==> src/rtl/simplecpu_boot_ctrl_if.sv <==
// Bundle of loader, CPU, RAM and host/status signals for the boot controller.
//
// Loader handshake: a word transfers on any rising edge where ld_valid and
// ld_ready are both high. The loader holds ld_data/ld_last stable while
// ld_valid is high and ld_ready is low. ld_ready never depends on ld_valid.
interface simplecpu_boot_ctrl_if #(
    parameter int SIZE = 10
);
    logic            start;
    logic            abort;
    logic            ld_valid;
    logic            ld_ready;
    logic [31:0]     ld_data;
    logic            ld_last;
    logic [SIZE-1:0] dbg_addr;
    logic            cpu_rst;
    logic            cpu_wrEn;
    logic [SIZE-1:0] cpu_addr;
    logic [31:0]     cpu_wdata;
    logic            ram_wrEn;
    logic [SIZE-1:0] ram_addr;
    logic [31:0]     ram_wdata;
    logic            busy;
    logic            halted;
    logic [SIZE:0]   load_count;
    logic [2:0]      state;      // debug view of the controller FSM

    // Controller side.
    modport slave (
        input  start, abort, ld_valid, ld_data, ld_last, dbg_addr,
               cpu_wrEn, cpu_addr, cpu_wdata,
        output ld_ready, cpu_rst, ram_wrEn, ram_addr, ram_wdata,
               busy, halted, load_count, state
    );

    // Host / loader / CPU / RAM side.
    modport master (
        output start, abort, ld_valid, ld_data, ld_last, dbg_addr,
               cpu_wrEn, cpu_addr, cpu_wdata,
        input  ld_ready, cpu_rst, ram_wrEn, ram_addr, ram_wdata,
               busy, halted, load_count, state
    );
endinterface

==> src/rtl/simplecpu_boot_ctrl.sv <==
// Boot and run controller for SimpleCPU: loads a program image into RAM
// from a streaming loader, holds the CPU in reset during load and for a
// short release window, runs it, and stops it on a write to HALT_ADDR or
// on abort. Owns the RAM port mux (loader / CPU / host).
module simplecpu_boot_ctrl #(
    parameter int          SIZE       = 10,
    parameter int unsigned HALT_ADDR  = (1 << SIZE) - 1,
    parameter int          RST_CYCLES = 2
) (
    input  logic                  clk,
    input  logic                  rst,
    simplecpu_boot_ctrl_if.slave  bus
);

    localparam int               CW        = (RST_CYCLES > 1) ? $clog2(RST_CYCLES) : 1;
    localparam logic [CW-1:0]    REL_LAST  = CW'(RST_CYCLES - 1);
    localparam logic [SIZE-1:0]  HALT_A    = HALT_ADDR[SIZE-1:0];
    localparam logic [SIZE-1:0]  PTR_LAST  = '1;
    localparam logic [SIZE:0]    COUNT_MAX = {1'b1, {SIZE{1'b0}}};

    typedef enum logic [2:0] {
        S_IDLE    = 3'd0,
        S_LOAD    = 3'd1,
        S_RELEASE = 3'd2,
        S_RUN     = 3'd3,
        S_HALT    = 3'd4
    } state_t;

    state_t          state;
    logic [SIZE-1:0] ptr;
    logic [CW-1:0]   rel_cnt;
    logic [SIZE:0]   load_count_q;
    logic            cpu_rst_q;
    logic            ld_ready_q;
    logic            busy_q;
    logic            halted_q;

    logic accept;
    logic halt_write;

    // ld_ready_q is only ever high in LOAD, so this is the handshake itself.
    assign accept     = bus.ld_valid & ld_ready_q;
    assign halt_write = bus.cpu_wrEn & (bus.cpu_addr == HALT_A);

    // Controller FSM; status outputs are registered alongside the state.
    always_ff @(posedge clk or negedge rst) begin
        if (!rst) begin
            state        <= S_IDLE;
            ptr          <= '0;
            rel_cnt      <= '0;
            load_count_q <= '0;
            cpu_rst_q    <= 1'b1;
            ld_ready_q   <= 1'b0;
            busy_q       <= 1'b0;
            halted_q     <= 1'b0;
        end else begin
            case (state)
                S_IDLE, S_HALT: begin
                    if (bus.start) begin
                        state        <= S_LOAD;
                        ptr          <= '0;
                        load_count_q <= '0;
                        ld_ready_q   <= 1'b1;
                        busy_q       <= 1'b1;
                        halted_q     <= 1'b0;
                    end
                end
                S_LOAD: begin
                    if (accept) begin
                        ptr <= ptr + 1'b1;
                        if (load_count_q != COUNT_MAX) begin
                            load_count_q <= load_count_q + 1'b1;
                        end
                        // The top RAM word ends the image: the pointer may not wrap.
                        if (bus.ld_last || ptr == PTR_LAST) begin
                            state      <= S_RELEASE;
                            ld_ready_q <= 1'b0;
                            rel_cnt    <= '0;
                        end
                    end
                end
                S_RELEASE: begin
                    if (rel_cnt == REL_LAST) begin
                        state     <= S_RUN;
                        cpu_rst_q <= 1'b0;
                    end else begin
                        rel_cnt <= rel_cnt + 1'b1;
                    end
                end
                S_RUN: begin
                    // The halt write itself reaches RAM this cycle via the mux.
                    if (bus.abort || halt_write) begin
                        state     <= S_HALT;
                        cpu_rst_q <= 1'b1;
                        busy_q    <= 1'b0;
                        halted_q  <= 1'b1;
                    end
                end
                default: begin
                    state      <= S_IDLE;
                    cpu_rst_q  <= 1'b1;
                    ld_ready_q <= 1'b0;
                    busy_q     <= 1'b0;
                    halted_q   <= 1'b0;
                end
            endcase
        end
    end

    // RAM port mux selected by the registered state.
    always_comb begin
        bus.ram_wrEn  = 1'b0;
        bus.ram_addr  = bus.dbg_addr;
        bus.ram_wdata = '0;
        case (state)
            S_LOAD: begin
                bus.ram_wrEn  = accept;
                bus.ram_addr  = ptr;
                bus.ram_wdata = bus.ld_data;
            end
            S_RELEASE, S_RUN: begin
                bus.ram_wrEn  = bus.cpu_wrEn;
                bus.ram_addr  = bus.cpu_addr;
                bus.ram_wdata = bus.cpu_wdata;
            end
            default: begin
                bus.ram_wrEn  = 1'b0;
                bus.ram_addr  = bus.dbg_addr;
                bus.ram_wdata = '0;
            end
        endcase
    end

    assign bus.cpu_rst    = cpu_rst_q;
    assign bus.ld_ready   = ld_ready_q;
    assign bus.busy       = busy_q;
    assign bus.halted     = halted_q;
    assign bus.load_count = load_count_q;
    assign bus.state      = state;

endmodule

==> src/flat_wrapper.sv <==
// flat-port wrapper written by rule: the top's interface ports become plain ports
module simplecpu_boot_ctrl_flat 
#(
    parameter int          SIZE       = 10,
    parameter int unsigned HALT_ADDR  = (1 << SIZE) - 1,
    parameter int          RST_CYCLES = 2
)
  (clk, rst, bus_start, bus_abort, bus_ld_valid, bus_ld_data, bus_ld_last, bus_dbg_addr, bus_cpu_wrEn, bus_cpu_addr, bus_cpu_wdata, bus_ld_ready, bus_cpu_rst, bus_ram_wrEn, bus_ram_addr, bus_ram_wdata, bus_busy, bus_halted, bus_load_count, bus_state);
  simplecpu_boot_ctrl_if #(.SIZE(SIZE)) bus_i ();
  input  logic clk;
  input  logic rst;
  input wire logic [$bits(bus_i.start)-1:0] bus_start;
  input wire logic [$bits(bus_i.abort)-1:0] bus_abort;
  input wire logic [$bits(bus_i.ld_valid)-1:0] bus_ld_valid;
  input wire logic [$bits(bus_i.ld_data)-1:0] bus_ld_data;
  input wire logic [$bits(bus_i.ld_last)-1:0] bus_ld_last;
  input wire logic [$bits(bus_i.dbg_addr)-1:0] bus_dbg_addr;
  input wire logic [$bits(bus_i.cpu_wrEn)-1:0] bus_cpu_wrEn;
  input wire logic [$bits(bus_i.cpu_addr)-1:0] bus_cpu_addr;
  input wire logic [$bits(bus_i.cpu_wdata)-1:0] bus_cpu_wdata;
  output wire logic [$bits(bus_i.ld_ready)-1:0] bus_ld_ready;
  output wire logic [$bits(bus_i.cpu_rst)-1:0] bus_cpu_rst;
  output wire logic [$bits(bus_i.ram_wrEn)-1:0] bus_ram_wrEn;
  output wire logic [$bits(bus_i.ram_addr)-1:0] bus_ram_addr;
  output wire logic [$bits(bus_i.ram_wdata)-1:0] bus_ram_wdata;
  output wire logic [$bits(bus_i.busy)-1:0] bus_busy;
  output wire logic [$bits(bus_i.halted)-1:0] bus_halted;
  output wire logic [$bits(bus_i.load_count)-1:0] bus_load_count;
  output wire logic [$bits(bus_i.state)-1:0] bus_state;
  assign bus_i.start = bus_start;
  assign bus_i.abort = bus_abort;
  assign bus_i.ld_valid = bus_ld_valid;
  assign bus_i.ld_data = bus_ld_data;
  assign bus_i.ld_last = bus_ld_last;
  assign bus_i.dbg_addr = bus_dbg_addr;
  assign bus_i.cpu_wrEn = bus_cpu_wrEn;
  assign bus_i.cpu_addr = bus_cpu_addr;
  assign bus_i.cpu_wdata = bus_cpu_wdata;
  assign bus_ld_ready = bus_i.ld_ready;
  assign bus_cpu_rst = bus_i.cpu_rst;
  assign bus_ram_wrEn = bus_i.ram_wrEn;
  assign bus_ram_addr = bus_i.ram_addr;
  assign bus_ram_wdata = bus_i.ram_wdata;
  assign bus_busy = bus_i.busy;
  assign bus_halted = bus_i.halted;
  assign bus_load_count = bus_i.load_count;
  assign bus_state = bus_i.state;
  simplecpu_boot_ctrl #(.SIZE(SIZE), .HALT_ADDR(HALT_ADDR), .RST_CYCLES(RST_CYCLES)) u_core (.clk(clk), .rst(rst), .bus(bus_i));
endmodule
==> config.mk <==
export PLATFORM = sky130hd
export DESIGN_NAME = simplecpu_boot_ctrl_flat
export DESIGN_NICKNAME = d
export VERILOG_FILES = /design/src/rtl/simplecpu_boot_ctrl_if.sv /design/src/rtl/simplecpu_boot_ctrl.sv /design/src/flat_wrapper.sv
export SDC_FILE = /design/constraint.sdc
export NUM_CORES = 1
export LEC_CHECK = 0
export CORE_AREA = 2 2 88 82
export CTS_BUF_LIST = sky130_fd_sc_hd__clkbuf_4 sky130_fd_sc_hd__clkbuf_8
export DETAILED_ROUTE_END_ITERATION = 6
export DIE_AREA = 0 0 90 84
export GPL_TIMING_DRIVEN = 1
export PLACE_DENSITY = 0.79
export SYNTH_ARGS = -nofsm -noshare
export SYNTH_HDL_FRONTEND = slang
export SYNTH_SLANG_ARGS = --single-unit
==> constraint.sdc <==
create_clock -name clk -period 1.99 [get_ports clk]
set_clock_uncertainty 0.2 [all_clocks]
set_input_delay 0.398 -clock clk [delete_from_list [all_inputs] [get_ports clk]]
set_output_delay 0.398 -clock clk [all_outputs]
set_load 0.005 [all_outputs]
==> results of run 1 <==
## metrics by stage
step                 util  worst slack [ns]  TNS (ns)  instance area [µm²]  hold WS [ns]
global placement    0.601            -0.434    -15.71                 4060         0.244
global route        0.684            -0.387    -13.55                 4610         0.320
detailed placement  0.601            -0.424    -17.72                 4060         0.261
floorplan               -          0.000219         0                 2150       -0.0976
finish              0.684            -0.352    -11.06                 4610         0.272
CTS                 0.641            -0.324     -9.93                 4330         0.270
## logic make-up (layout without fill, tap and decap cells)
group           count (synthesis)  in the layout  synth area share
simple gates                   94             94             0.226
buf+inv                        26            236            0.0561
mux                             3              3            0.0152
fa+ha+maj                       4              4            0.0222
xor+xnor                        8              8            0.0327
compound gates                 85             86             0.308
flops                          29             29             0.340
## flip-flops by register name, summed over array words and instances, names as in the netlist
name and flops:
u_core.bus.cpu_rst 1, u_core.bus.ld_ready 1, u_core.bus.halted 1, u_core.ptr 10, u_core.bus.state 3, u_core.rel_cnt 1, u_core.bus.busy 1, u_core.bus.load_count 11
## worst register-to-register path: cells and delay by family, from the launching register on
kind | cells | cell delay (ns)
buffers and inverters | 3 | 0.41
DFF | 1 | 0.45
and+or+nand+nor | 2 | 0.76
AOI/OAI and AO/OA | 2 | 0.25
## path summary, 6_finish.rpt
path	endpoint	slack, ns	depth (start not counted)
setup reg to reg	u_core.bus.load_count[8]$_DFFE_PN0P_	-0.14	7
min in group asynchronous	u_core.bus.load_count[9]$_DFFE_PN0P_	0.32	2
setup / recovery	bus_ram_addr[9]	-0.35	8
hold / removal	u_core.bus.cpu_rst$_DFFE_PN1P_	0.27	1
hold reg to reg	u_core.bus.cpu_rst$_DFFE_PN1P_	0.27	1
max in group asynchronous	u_core.bus.cpu_rst$_DFFE_PN1P_	0.95	2
## per-layer routing
layer / vias to the layer above / part of all wire / track usage / wire [µm]
met2: 216 / 0.50 / 0.453 / 5730
met5: - / 0 / 0 / 0
li1: 1377 / - / - / -
met1: 1516 / 0.37 / 0.323 / 4280
met4: 0 / 0.048 / 0.0517 / 549
met3: 56 / 0.084 / 0.0497 / 962
## layout make-up
cell class,instances,area [µm²]
fill,499,2130
inverter,9,38.8
sequential,29,731
timing repair buffer,219,2040
tap,93,116
clock buffer,8,97.6
multi-input combinational,195,1590
## power groups by stage
| stage | Clock (mW) | Combinational [mW] | Sequential, mW |
|---|---|---|---|
| finish | 0.532 | 4.45 | 0.845 |
| global route | 0.566 | 4.66 | 0.863 |
| floorplan | 0 | 1.39 | 0.833 |
| CTS | 0.533 | 4.02 | 0.836 |
| detailed placement | 0 | 3.49 | 0.833 |
| global placement | 0 | 3.42 | 0.826 |
## cells in the mapped netlist, types with 2 or more instances
| master | instances |
|---|---|
| buf_6 | 2 |
| o211ai_1 | 5 |
| xor2_1 | 2 |
| o31ai_1 | 7 |
| or4_1 | 5 |
| o21ai_0 | 2 |
| buf_2 | 6 |
| xnor2_1 | 6 |
| dfrtp_1 | 28 |
| a22o_1 | 33 |
| nor2_1 | 17 |
| a21oi_1 | 12 |
| nand2_1 | 29 |
| nand3_1 | 12 |
| inv_1 | 8 |
| nand2b_1 | 2 |
| a2111oi_1 | 2 |
| ha_1 | 3 |
| and3_1 | 3 |
| clkbuf_1 | 8 |
| a22oi_1 | 11 |
| nand4_1 | 8 |
| nor4_1 | 2 |
| o2111ai_1 | 2 |
| a211oi_1 | 3 |
| nor2b_1 | 5 |
## timing repair
item,in CTS,in global routing
setup buffers,17,12
hold buffers,0,0
gates cloned,3,1
pin swaps,24,47
gates resized for setup,215,65
setup endpoints to repair,52,58
==> summary.txt, run 1 <==
Run status
  • Status: finished with violations
  • Failing checks: setup timing

Timing
  • Endpoints failing setup: 55
  • Fin crit share: 1.18
  • Rel. slew slack: 0.726
  • Final Hold Violating Endpoints: 0
  • Tmin final: 2.34 ns
  • Highest clock rate: 427 MHz
  • PnR worst setup slack: -0.352 ns
  • Slew at the pin closest to its max-slew limit: 0.410 ns
  • RSZ-0062 raised after global routing: true
  • Max-slew violations: 0

Detailed routing
  • Drt total wl: 11.5 mm
  • DRC: 0
  • Pre-antenna DRT Iters: 5
  • Vias after detailed routing: 3,165
  • Avg WL per Cell: 20.8 µm
  • Detailed Route Iter0 Violations: 270
  • ANT nets after route: 0
  • Via density: 5.72

Synthesis
  • Sequential share of the synthesized area: 0.340
  • Asr flop ratio synth: 1.00
  • Number of synthesized register bits: 29
  • Netlist cell types: 52
  • Largest area contributor in the netlist: dfrtp_1
  • Synthesized area per cell: 8.59 µm²
  • Top FF cell, synth: dfrtp_1
  • Ys Warns: 0
  • Area share of the largest cell type after synthesis: 0.327
  • Synthesized cell area: 0.00214 mm²
  • Synthesized Nets: 343
  • Dominant cells by area after synthesis: dfrtp_1 (33%), a22o_1 (14%), nand2_1 (5.1%), a22oi_1 (3.9%), nor2_1 (3.0%)
  • Post-Syn Instances: 249
  • Number of synthesized flops with an enable pin: 0

Clock tree
  • CTS Buffer Depth: 2
  • CTS tree: built
  • Skew-Pair Late Insertion Delay: 0.28 ns
  • Reg clk slew, reported paths: 0.06 ns
  • Clk sink count: 29
  • Root Buffer: clkbuf_8
  • Total CTS buffers: 5
  • CTS HTree Levels: 2

Die
  • Initial Utilization: 0.317
  • Core footprint: 0.00675 mm²
  • Die Y: 84 µm
  • Chip width: 90 µm
  • Die area: 0.00756 mm²
  • Row Count: 29
  • IO Pins: 152

Critical path
  • RR Startpoint: u_core.bus.state[2]$_DFFE_PN0P_
  • Worst Path Max Fanout: 7
  • Highest-delay cell along the critical path: dfrtp_2
  • Worst Setup SP: u_core.bus.state[2]$_DFFE_PN0P_
  • Family with the most delay on the worst path: buffers and inverters
  • Critical path class: flip-flop to primary output
  • Worst EP arrival: 1.74 ns
  • Most common cell on crit path: nand2_1
  • Startpoint Class: flip-flop
  • Critical Path RT: 1.39 ns
  • Delay of the slowest critical-path stage: 0.45 ns
  • Crit path capture type: primary output
  • Crit path buf inv count: 4
  • Sequence of cells on the critical path: nor3b_4 > buf_12 > buf_8 > nor2_4 > buf_6 > nand2_1 > nand2_1 > buf_2

Power and ir drop
  • VDD IR-drop max: 0.896 mV
  • Switching Share: 0.399
  • Pleak: 2.02 nW
  • Internal power: 3.50 mW
  • PD cells: 1260 mW/mm²
  • Sw Pwr: 2.33 mW
  • Sequential power share: 0.145
  • Clk pwr share: 0.091
  • Power Total: 5.82 mW
  • Comb pwr share: 0.764

Final layout
  • Commonest non-fill, non-tap cell in the layout: clkdlybuf4s50_1
  • Most frequent cells in the layout: clkdlybuf4s50_1 (106), buf_2 (38), buf_4 (38), a22o_1 (31), dfrtp_1 (25)
  • # diodes: 0
  • Share of post-route cells with drive strength above 1: 0.385
  • Nets: 553
  • Area Overhead vs Synth: 116%
  • Fin cells: 553

Global route
  • Vias in the first global route: 2,890
  • Initial antenna violation count: 0
  • GRT Resource Usage Total: 0.256
  • Overflow after GRT: 0
  • Largest net degree at the start of global routing: 30
  • First-pass GRT wire length: 15.4 mm

Worst hold path
  • Worst hold start: u_core.rel_cnt$_DFFE_PN0P_
  • Hold Crit Class: flip-flop to flip-flop

Placement
  • PortBufs: 151
  • Post-DP HPWL: 7.39 mm
  • GPL Wtd Cong: 0.891
  • Cell Count Post-Placement: 519

Flow run
  • Max_cap viols: 0
(Power assumes the default switching activity.)
==> run 2, diff against run 1 <==
--- a/config.mk
+++ b/config.mk
@@ -10,7 +10,7 @@
 export DETAILED_ROUTE_END_ITERATION = 6
 export DIE_AREA = 0 0 90 84
 export GPL_TIMING_DRIVEN = 1
-export PLACE_DENSITY = 0.79
+export PLACE_DENSITY_LB_ADDON = 0.15
 export SYNTH_ARGS = -nofsm -noshare
 export SYNTH_HDL_FRONTEND = slang
 export SYNTH_SLANG_ARGS = --single-unit
==> run 2 against run 1 <==
The run still ends with setup timing left; worst hold slack gained 0.0044 ns; core utilization decreased by 2.6 points; total power is 10% lower; register-to-register slack lost 0.05 ns; sequential power decreased by 2%; sequential share of layout area rose by 0.54 points; critical path depth is the same; critical endpoint is now bus_ram_wdata[3]; largest cell class unchanged.
==> summary.txt, run 2 (same netlist as run 1, synthesis figures left out) <==
Clock tree
  • Skew-Pair Late Insertion Delay: 0.29 ns (was 0.28 ns)
  • CTS HTree Levels: 2 (unchanged)
  • Root Buffer: clkbuf_8 (unchanged)
  • Reg clk slew, reported paths: 0.07 ns (was 0.06 ns)
  • CTS tree: built (unchanged)
  • CTS Buffer Depth: 2 (unchanged)
  • Clk sink count: 29 (unchanged)
  • Total CTS buffers: 5 (unchanged)
  • # hold bufs at CTS: 0 (unchanged)

Critical path
  • Sequence of cells on the critical path: nor3b_4 > buf_12 > buf_12 > buf_6 > buf_6 > clkbuf_16 > a22o_1 > buf_2 (was nor3b_4 > buf_12 > buf_8 > nor2_4 > buf_6 > nand2_1 > nand2_1 > buf_2)
  • Crit path buf inv count: 6 (was 4)
  • Crit path capture type: primary output (unchanged)
  • Delay of the slowest critical-path stage: 0.39 ns (was 0.45 ns)
  • Worst EP arrival: 1.80 ns (was 1.74 ns)
  • Critical path class: flip-flop to primary output (unchanged)
  • Critical Path RT: 1.39 ns (about the same)
  • Worst Path Max Fanout: 6 (was 7)
  • Startpoint Class: flip-flop (unchanged)
  • Family with the most delay on the worst path: buffers and inverters (unchanged)
  • Highest-delay cell along the critical path: dfrtp_1 (was dfrtp_2)

Detailed routing
  • ANT nets after route: 0 (unchanged)
  • Drt total wl: 9.74 mm (was 11.5 mm)
  • Avg WL per Cell: 17.7 µm (was 20.8 µm)
  • Via density: 5.25 (was 5.72)
  • Met1 wire length: 4.32 mm (was 4.28 mm)
  • DRC: 0 (unchanged)
  • Met2 Wirelength: 4.75 mm (was 5.73 mm)
  • Pre-antenna DRT Iters: 4 (was 5)
  • Detailed Route Iter0 Violations: 178 (was 270)
  • Vias after detailed routing: 2,884 (was 3,165)
  • Met3 WL: 580 µm (was 962 µm)
  • Top Metal Used: met4 (unchanged)

Power and ir drop
  • Switching Share: 0.387 (was 0.399)
  • Comb pwr share: 0.740 (was 0.764)
  • Clk pwr share: 0.102 (was 0.091)
  • Pleak: 2.00 nW (was 2.02 nW)
  • VDD IR-drop max: 0.487 mV (was 0.896 mV)
  • Sequential power share: 0.158 (was 0.145)
  • Sw Pwr: 2.03 mW (was 2.33 mW)
  • PD cells: 1180 mW/mm² (was 1260 mW/mm²)
  • Internal power: 3.21 mW (was 3.50 mW)
  • Power Total: 5.24 mW (was 5.82 mW)

Run status
  • Status: finished with violations (unchanged)
  • Failing checks: setup timing (unchanged)

Final layout
  • Fin cells: 549 (was 553)
  • Nets: 549 (was 553)
  • Post-route cell area: 0.00444 mm² (was 0.00461 mm²)
  • Area Overhead vs Synth: 107% (was 116%)
  • # diodes: 0 (unchanged)
  • Share of post-route cells with drive strength above 1: 0.311 (was 0.385)
  • Most frequent cells in the layout: clkdlybuf4s50_1 (105), buf_4 (39), buf_2 (38), a22o_1 (33), nand2_1 (29) (was clkdlybuf4s50_1 (106), buf_2 (38), buf_4 (38), a22o_1 (31), dfrtp_1 (25))
  • Max FFs per register: 11 (unchanged)
  • Commonest non-fill, non-tap cell in the layout: clkdlybuf4s50_1 (unchanged)

Placement
  • Cell Count Post-Placement: 514 (was 519)
  • GPL Wtd Cong: 0.838 (was 0.891)
  • Placed Area: 0.00403 mm² (was 0.00406 mm²)
  • PortBufs: 151 (unchanged)
  • Post-DP HPWL: 6.95 mm (was 7.39 mm)

Die
  • IO Pins: 152 (unchanged)
  • Die Y: 84 µm (unchanged)
  • Initial Utilization: 0.317 (unchanged)
  • Row Count: 29 (unchanged)
  • Core footprint: 0.00675 mm² (unchanged)
  • Die area: 0.00756 mm² (unchanged)
  • Chip width: 90 µm (unchanged)

Timing
  • Setup TNS: -13.74 ns (was -11.06 ns)
  • Endpoints failing setup: 51 (was 55)
  • Tmin final: 2.40 ns (was 2.34 ns)
  • Max-slew violations: 0 (unchanged)
  • Fin crit share: 1.21 (was 1.18)
  • PnR worst setup slack: -0.411 ns (was -0.352 ns)
  • Final Hold Violating Endpoints: 0 (unchanged)
  • Hold Slack: 0.277 ns (was 0.272 ns)
  • RSZ-0062 raised after global routing: true (unchanged)
  • Rel. slew slack: 0.719 (was 0.726)
  • Slew at the pin closest to its max-slew limit: 0.422 ns (was 0.410 ns)
  • Highest clock rate: 416 MHz (was 427 MHz)

Global route
  • Largest net degree at the start of global routing: 30 (unchanged)
  • Initial antenna violation count: 0 (unchanged)
  • GRT Resource Usage Total: 0.224 (was 0.256)
  • First-pass GRT wire length: 13.7 mm (was 15.4 mm)
  • Overflow after GRT: 0 (unchanged)
  • Vias in the first global route: 2,521 (was 2,890)

Worst hold path
  • Hold Crit Class: flip-flop to flip-flop (unchanged)

Flow run
  • Max_cap viols: 0 (unchanged)
## run 2: cell count changes in the layout (fill, tap and decap cells not counted), sizes merged
cell           before  now
clkdlybuf4s50     106  105
clkbuf              8   15
dlygate4sd2         1    2
clkdlybuf4s15       1    0
buf               111   98
dlymetal6s2s        0    3
## run 2: power by group through the flow
stage / Combinational, mW / Sequential, mW / Clock [mW]
5_1_grt: 4.14 / 0.841 / 0.570
2_1_floorplan: 1.39 / 0.833 / 0
6_report: 3.88 / 0.829 / 0.535
4_1_cts: 3.29 / 0.827 / 0.544
3_3_place_gp: 3.36 / 0.821 / 0
3_5_place_dp: 3.40 / 0.826 / 0
## run 2: path summary, 6_finish.rpt
kind	from	endpoint	slack (ns)	cells after the start
max	u_core.bus.state[0]$_DFFE_PN0P_	bus_ram_wdata[3]	-0.41	8
min	u_core.rel_cnt$_DFFE_PN0P_	u_core.bus.cpu_rst$_DFFE_PN1P_	0.28	1
max reg2reg	u_core.bus.state[2]$_DFFE_PN0P_	u_core.bus.load_count[10]$_DFFE_PN0P_	-0.19	7
min reg2reg	u_core.rel_cnt$_DFFE_PN0P_	u_core.bus.cpu_rst$_DFFE_PN1P_	0.28	1
max in group asynchronous	rst	u_core.bus.cpu_rst$_DFFE_PN1P_	0.96	2
min in group asynchronous	rst	u_core.ptr[8]$_DFFE_PN0P_	0.30	2
## run 2: metal layers
layer	up-vias	track usage
li1	1371	-
met1	1403	0.309
met5	-	0
met2	99	0.362
met4	0	0.0517
met3	11	0.0452
## run 2: stage by stage
step                setup WS [ns]   util
floorplan                0.000219      -
global placement           -0.381  0.597
detailed placement         -0.353  0.597
CTS                        -0.567  0.605
global route               -0.450  0.658
finish                     -0.411  0.658
## run 2: cell type report
cell class	instances	area (µm²)
multi-input cells	195	1460
fillers	578	2310
clock buffers	8	97.6
well taps	93	116
repair buffers	215	2000
inverters	9	33.8
flip-flops and latches	29	727
## run 2: repair_timing
action,CTS,global route
endpoints found under the hold margin,0,0
pin swaps,14,22
resized for setup,104,88
endpoints found under the setup margin,54,57
gates cloned,0,7
setup buffers,1,19
